`src/rtl/if_pkg.sv`:
```
// Shared types and constants for the instruction-fetch stage.
package if_pkg;

    typedef enum logic [0:0] {
        S_REQ  = 1'b0,
        S_HOLD = 1'b1
    } fetch_state_t;

    // sll $0,$0,0
    localparam logic [31:0] NOP_INSTR_DEFAULT = 32'h0000_0000;

endpackage

```
`src/rtl/if_stage_ifid_reg.sv`:
```
// IF/ID pipeline register: load a fetched instruction, insert a bubble, or hold.
module ifid_reg
    import if_pkg::*;
#(
    parameter logic [31:0] NOP_INSTR = NOP_INSTR_DEFAULT
) (
    input  logic        clk,
    input  logic        rst_n,
    input  logic        load,
    input  logic        bubble,
    input  logic [31:0] pc4_in,
    input  logic [31:0] instr_in,
    output logic [31:0] ifid_pc4,
    output logic [31:0] ifid_instr,
    output logic        ifid_valid
);

    // Bubble wins over load; neither asserted means hold.
    always_ff @(posedge clk or negedge rst_n) begin
        if (!rst_n) begin
            ifid_pc4   <= 32'h0000_0000;
            ifid_instr <= NOP_INSTR;
            ifid_valid <= 1'b0;
        end else if (bubble) begin
            ifid_pc4   <= pc4_in;
            ifid_instr <= NOP_INSTR;
            ifid_valid <= 1'b0;
        end else if (load) begin
            ifid_pc4   <= pc4_in;
            ifid_instr <= instr_in;
            ifid_valid <= 1'b1;
        end
    end

endmodule

```
`src/rtl/if_stage.sv`:
```
// Instruction fetch stage: PC register, imem handshake FSM and IF/ID register.
//
//   state  | meaning
//   S_REQ  | requesting imem at pc, waiting for imem_ready
//   S_HOLD | instruction captured during a stall, request idle until release
module if_stage
    import if_pkg::*;
#(
    parameter logic [31:0] RESET_PC  = 32'h0000_0000,
    parameter logic [31:0] NOP_INSTR = NOP_INSTR_DEFAULT
) (
    input  logic        clk,
    input  logic        rst_n,
    input  logic [31:0] pc_next,
    input  logic        stall,
    input  logic        flush,
    output logic        imem_req,
    output logic [31:0] imem_addr,
    input  logic        imem_ready,
    input  logic [31:0] imem_rdata,
    output logic [31:0] pc,
    output logic [31:0] ifid_pc4,
    output logic [31:0] ifid_instr,
    output logic        ifid_valid,
    output logic        fetch_busy
);

    fetch_state_t state, state_nxt;
    logic [31:0]  hold_instr;
    logic [31:0]  pc4;
    logic         pc_load;
    logic         hold_capture;
    logic         hold_drop;
    logic         ifid_load;
    logic         ifid_bubble;
    logic [31:0]  ifid_instr_in;

    assign pc4        = pc + 32'd4;
    assign imem_addr  = pc;
    assign imem_req   = (state == S_REQ);
    assign fetch_busy = (state == S_REQ) && !imem_ready;

    always_comb begin
        state_nxt     = state;
        pc_load       = 1'b0;
        hold_capture  = 1'b0;
        hold_drop     = 1'b0;
        ifid_load     = 1'b0;
        ifid_bubble   = 1'b0;
        ifid_instr_in = imem_rdata;
        unique case (state)
            S_REQ: begin
                if (flush) begin
                    ifid_bubble = 1'b1;
                    pc_load     = 1'b1;
                end else if (imem_ready) begin
                    if (stall) begin
                        hold_capture = 1'b1;
                        state_nxt    = S_HOLD;
                    end else begin
                        ifid_load = 1'b1;
                        pc_load   = 1'b1;
                    end
                end else if (!stall) begin
                    ifid_bubble = 1'b1;
                end
            end
            S_HOLD: begin
                ifid_instr_in = hold_instr;
                if (flush) begin
                    hold_drop   = 1'b1;
                    ifid_bubble = 1'b1;
                    pc_load     = 1'b1;
                    state_nxt   = S_REQ;
                end else if (!stall) begin
                    ifid_load = 1'b1;
                    pc_load   = 1'b1;
                    state_nxt = S_REQ;
                end
            end
            default: state_nxt = S_REQ;
        endcase
    end

    always_ff @(posedge clk or negedge rst_n) begin
        if (!rst_n) begin
            state      <= S_REQ;
            pc         <= RESET_PC;
            hold_instr <= NOP_INSTR;
        end else begin
            state <= state_nxt;
            if (pc_load)
                pc <= pc_next;
            if (hold_capture)
                hold_instr <= imem_rdata;
            else if (hold_drop)
                hold_instr <= NOP_INSTR;
        end
    end

    ifid_reg #(
        .NOP_INSTR (NOP_INSTR)
    ) u_ifid_reg (
        .clk        (clk),
        .rst_n      (rst_n),
        .load       (ifid_load),
        .bubble     (ifid_bubble),
        .pc4_in     (pc4),
        .instr_in   (ifid_instr_in),
        .ifid_pc4   (ifid_pc4),
        .ifid_instr (ifid_instr),
        .ifid_valid (ifid_valid)
    );

endmodule

```
`config.mk`:
```
export PLATFORM = sky130hd
export DESIGN_NAME = if_stage
export DESIGN_NICKNAME = d
export VERILOG_FILES = /design/src/rtl/if_pkg.sv /design/src/rtl/if_stage_ifid_reg.sv /design/src/rtl/if_stage.sv
export SDC_FILE = /design/constraint.sdc
export NUM_CORES = 1
export LEC_CHECK = 0
export BUFFER_PORTS_ARGS = -buffer_cell sky130_fd_sc_hd__buf_2
export CAP_MARGIN = 20
export CELL_PAD_IN_SITES_DETAIL_PLACEMENT = 1
export CELL_PAD_IN_SITES_GLOBAL_PLACEMENT = 2
export CORE_ASPECT_RATIO = 1.2
export CORE_MARGIN = 2
export CORE_UTILIZATION = 28
export CTS_BUF_LIST = sky130_fd_sc_hd__clkbuf_2
export DETAILED_ROUTE_END_ITERATION = 12
export HOLD_SLACK_MARGIN = 0.02
export PLACE_DENSITY_LB_ADDON = 0.1
export SYNTH_ARGS = -nofsm -noshare
export SYNTH_HDL_FRONTEND = slang
export SYNTH_SLANG_ARGS = --single-unit
```
`constraint.sdc`:
```
create_clock -name clk -period 1.8 [get_ports clk]
set_input_delay 0.36 -clock clk [delete_from_list [all_inputs] [get_ports clk]]
set_output_delay 0.36 -clock clk [all_outputs]
set_load 0.01 [all_outputs]
```
# Word-level counts from Yosys, hierarchy flattened
# Index checks and enable logic that the tools add are counted.
[totals]
reg_bits = 130
latchBits = 0
ram_bits = 0
romBits = 0
in_bits = 69
output_inout_bits = 131
elab_cells = 40
n_memories = 0
[op_classes]
n_addsub = 1
mul = 0
div_mod_pow = 0
magnitude_cmp = 0
n_eq_ne = 0
shifts = 0
muxes = 28
bitwise = 1
reduce_logical = 4
[op_table]
columns = ["cell", "n"]
rows = [
  ["2-to-1 mux 32 bit", 7],
  ["adder 32 x 3 -> 32 bit, second input constant", 1],
  ["2-to-1 mux 1 bit", 17],
  ["one-hot mux 1 bit (2 select lines)", 4],
  ["nonzero test 2 bit", 2],
  ["logical AND 1 bit", 1],
  ["logical NOT 1 bit", 1],
  ["NOT 1 bit", 1],
]

# Logic depth before layout (Yosys ltp)
[logic_depth]
ltp_word = 6
depth_mapped = 6

# Modules after synthesis
# From an unflattened synthesis, not the netlist that was laid out.
[hier_totals]
cells_unflattened = 540
hier_area_um2 = 6565.0
[by_module_without_submodules]
columns = ["mod", "instances", "cells_per_inst", "area_each_um2"]
rows = [
  ["if_stage", 1, 365, 3881.2],
  ["ifid_reg", 1, 175, 2683.8],
]

# Worst setup path before layout
# OpenSTA, ideal clock, no wires.
[synth_path]
kind = "register to register"
from = "register pc[2], in the netlist imem_addr[2]"
to = "register u_ifid_reg.ifid_pc4[20]"
t_arrival_ns = 1.793
t_required_ns = 1.718
setup_slack_ns = -0.075
path_stages_with_launch = 7
cell_sequence = "dfrtp_1 > ha_1 > nand4_4 > or2_1 > buf_6 > or4_1 > a31oi_1"
[synth_via]
elab_chain_cells = 3
[synth_lines]
columns = ["item", "line_no", "rtl"]
rows = [
  ["start: declaration", "if_stage.sv:21", "output logic [31:0] pc,"],
  ["start signal: assignment", "if_stage.sv:93", "pc <= pc_next;"],
  ["adder 32 x 3 -> 32 bit (*)", "if_stage.sv:38", "assign pc4 = pc + 32'd4;"],
  ["2-to-1 mux 32 bit", "if_stage_ifid_reg.sv:28", "end else if (load) begin"],
  ["2-to-1 mux 32 bit (*)", "if_stage_ifid_reg.sv:24", "end else if (bubble) begin"],
  ["end signal: assignment", "if_stage_ifid_reg.sv:25", "ifid_pc4 <= pc4_in;"],
  ["end signal: assignment", "if_stage_ifid_reg.sv:29", "ifid_pc4 <= pc4_in;"],
  ["end: declaration", "if_stage_ifid_reg.sv:13", "output logic [31:0] ifid_pc4,"],
]
# Every way passes the cells marked *; elsewhere a longest branch is shown, timed or not. The select of a mux whose other input is x is not followed.
# A chain may end at the register's enable or synchronous reset.

# Worst setup path after layout
[layout_path]
from = "register state"
to = "register pc[29], in the netlist imem_addr[29]"
[layout_via]
elab_chain_cells = 2
[layout_lines]
columns = ["item", "line_no", "rtl"]
rows = [
  ["start: declaration", "if_stage.sv:28", "fetch_state_t state, state_nxt;"],
  ["start signal: assignment", "if_stage.sv:91", "state <= state_nxt;"],
  ["NOT 1 bit", "--", ""],
  ["one-hot mux 1 bit (2 select lines) (*)", "if_stage.sv:51", "unique case (state)"],
]
# Every way passes the cells marked *; elsewhere a longest branch is shown, timed or not.

==> run_results.csv <==
group,metric,value,unit
run_status,outcome,"finished, violations left",
run_status,violations,"setup timing",
place,place_congestion,0.735,
finish,layout-drive-gt1-share,0.442,
critical_path,crit_required,2.39,ns
finish,areaGrowthSynthToFinish,59.6,%
global_route,grt_util_met1,0.215,
timing,hold_ws,0.188,ns
place,pre_cts_ws,0.0103,ns
yosys,synth_nets,665,
finish,design_area,0.00996,mm^2
pwr,peakVddDrop,0.362,mV
yosys,synthArstFlopShare,1.00,
pwr,powerDensity,785,mW/mm^2
critical_path,max_stage_delay,0.48,ns
timing,fmax,527,MHz
critical_path,cp-end-kind,"register",
floorplanning,die_h,168,um
yosys,synth_edf_count,0,
global_route,gr-usage-met3,0.0392,
critical_path,reg2reg_depth,9,
yosys,synth_ff_type,"dfrtp_1",
pwr,p_int,5390,uW
pwr,pwr-share-seq,0.450,
finish,finalNonFillerCells,1225,
clock_tree,htree_levels,4,
pwr,total_power,7820,uW
finish,nFillCells,2439,
timing,setup_viol_count_final,34,
timing,setup_ws,-0.0980,ns
clock_tree,cts.sinks,130,
yosys,ys_ff_latch,130,
detailed_routing,dr_total_vias,5829,
global_route,grtUsageTotal,0.186,
timing,finClkSkew,0.0459,ns
pwr,clockPowerShare,0.269,
clock_tree,cts_buffers,17,
place,place_hpwl,14100,um
timing,max_slew_margin,0.713,
detailed_routing,ant_nets,0,
run,maxCapViolCount,0,
place,portBuffers,199,
clock_tree,clkLatencyLatePin,0.69,ns
global_route,grt.busiest_layer,"met2",
floorplanning,die_area,0.0235,mm^2
floorplanning,pin_count,200,
global_route,antenna_found_initial,1,
critical_path,crit_path_max_fanout,8,
detailed_routing,firstDrtPassIters,4,
detailed_routing,wirelength,22800,um
timing,period_needed,1.90,ns
global_route,overflow,0,
timing,hold_violations,0,
clock_tree,cts_root_buf,"clkbuf_2",
yosys,yosys_warnings,0,
yosys,syn_area,0.00624,mm^2
floorplanning,start_util,0.287,
place,placed_cell_area,0.00769,mm^2
detailed_routing,post_drt_wl_per_cell,18.6,um
detailed_routing,viasPerCell,4.76,
pwr,switching_share,0.311,
min_path,min_path_cells,5,
detailed_routing,initialDrtViolationCount,177,
clock_tree,cts_tree,"yes",
pwr,combPwrFrac,0.281,
detailed_routing,drc,0,
floorplanning,core-area,0.0218,mm^2
critical_path,worstPathCellList,"nor2_4 -> buf_4 -> buf_6 -> buf_4 -> buf_4 -> nor2_2 -> nor2_4 -> clkbuf_16 -> mux2_4",
global_route,use_met2,0.351,
finish,nNetsFinal,1006,
yosys,yosysUniqueCellTypes,45,
critical_path,crit_top_cell,"buf_4",
critical_path,worstPathArrival,2.49,ns
finish,final_cell_mix,"buf_2 (138), dfrtp_1 (121), nand2_1 (94), buf_6 (92), buf_4 (80)",
critical_path,crit_type,"reg2reg",
place,place_inst,1051,
pwr,p_leak,0.00482,uW
clock_tree,clkTransAtPathRegs,0.21,ns
timing,worst_pin_slew,0.430,ns
pwr,p_sw,2430,uW
yosys,ys_seq_area_frac,0.521,
global_route,grt_pass1_vias,6188,
finish,layout_commonest_cell,"buf_2",
clock_tree,cts_max_path_buffers,2,
timing,final_max_slew_viol_count,0,
timing,rsz0062_at_grt,"true",
floorplanning,rows,59,
global_route,grt_pass1_wl,34100,um
critical_path,setup.worst_path.start_class,"register",
floorplanning,die_x,140,um
yosys,syn_avg_cell_area,10.5,um^2
min_path,hold_path_class,"in2reg",
critical_path,crit_path_top_delay_cell,"dfrtp_2",
yosys,postSynthCellCount,595,
global_route,grt_max_degree,38,
timing,period_share,1.05,
## stage by stage
step | setup TNS, ns | util
floorplan | 0 | -
global placement | 0 | 0.353
detailed placement | 0 | 0.353
CTS | -3.93 | 0.434
global route | -9.02 | 0.457
finish | -1.89 | 0.457
## timing repair
item | 4_1_cts | 5_1_grt
endpoints found under the hold margin | 225 | 9
endpoints found under the setup margin | 65 | 110
hold buffers | 67 | 1
pin swaps | 4 | 14
resized for setup | 85 | 68
setup buffers | 49 | 24
cloned | 2 | 3
## synth_stat cells, types with 2 or more instances
cell | count | area, um^2
nor2_1 | 23 | 86.3
mux2i_1 | 61 | 611
or4_1 | 7 | 52.6
and3_1 | 8 | 50.1
xor2_1 | 7 | 61.3
nand4b_1 | 2 | 17.5
mux2_2 | 32 | 360
nand3_2 | 2 | 20.0
xnor2_1 | 6 | 52.6
o21ai_0 | 68 | 340
buf_4 | 34 | 255
a31oi_1 | 15 | 93.8
clkbuf_1 | 20 | 75.1
a21oi_1 | 4 | 20.0
o31ai_1 | 8 | 60.1
nand2_2 | 2 | 12.5
buf_2 | 11 | 55.1
nand4_1 | 6 | 37.5
dfrtp_1 | 130 | 3250
nand2_1 | 96 | 360
o21ai_1 | 11 | 55.1
nand3_1 | 8 | 40.0
nor3_1 | 2 | 10.0
inv_1 | 5 | 18.8
a31o_2 | 2 | 17.5
and4_1 | 2 | 17.5
or3_1 | 5 | 31.3
## cells by family after synthesis
kind of cell | count (synthesis) | synth area share
AOI/OAI and AO/OA | 111 | 0.0979
muxes | 93 | 0.156
xor gates and xnor gates | 13 | 0.0182
DFF | 130 | 0.521
adders and majority gates | 1 | 0.00200
and+or+nand+nor | 174 | 0.137
buffers and inverters | 73 | 0.0680
## critical path, delay by kind of cell, from the launching register on
family	cells	cell delay, ns
buf+inv	5	0.62
flops	1	0.48
mux	1	0.31
simple gates	3	0.41
## layer usage
| layer | part of all wire | routed length (um) |
|---|---|---|
| met5 | 0 | 0 |
| met4 | 0.011 | 261 |
| met3 | 0.040 | 899 |
| met2 | 0.54 | 12300 |
| met1 | 0.41 | 9300 |
## power groups by stage
stage / registers (uW) / clock network, uW / logic [uW]
6_report: 3520 / 2100 / 2200
5_1_grt: 3570 / 2330 / 2370
4_1_cts: 3510 / 2200 / 2020
3_5_place_dp: 3560 / 0 / 1550
3_3_place_gp: 3540 / 0 / 1510
2_1_floorplan: 3660 / 0 / 693
## worst paths after layout
path	startpoint	endpoint	slack [ns]
worst max register to register	state	imem_addr[29]	-0.1
min in group asynchronous	rst_n	u_ifid_reg.ifid_instr[9]	0.65
worst min register to register	u_ifid_reg.ifid_instr[15]	u_ifid_reg.ifid_instr[15]	0.50
worst max-delay path	state	imem_addr[29]	-0.1
max in group asynchronous	rst_n	u_ifid_reg.ifid_instr[1]	0.44
worst min-delay path	imem_ready	u_ifid_reg.ifid_instr[0]	0.19
## flip-flops by register name, summed over array words and instances, names as in the netlist
register and flops:
u_ifid_reg.ifid_instr 32, u_ifid_reg.ifid_pc4 32, imem_addr 32, hold_instr 32, u_ifid_reg.ifid_valid 1, state 1
## area by class of cell
type	instances	area, um^2	area share
Multi-Input combinational cell	392	2750	0.276
Inverter	5	31.3	0.00314
Sequential cell	130	3260	0.328
Tap cell	274	343	0.0344
Antenna cell	2	5.00	0.000503
Timing Repair Buffer	390	3280	0.330
Clock buffer	19	95.1	0.00955
Clock inverter	13	186	0.0187
No activity file was read; power rests on OpenSTA's default activity.
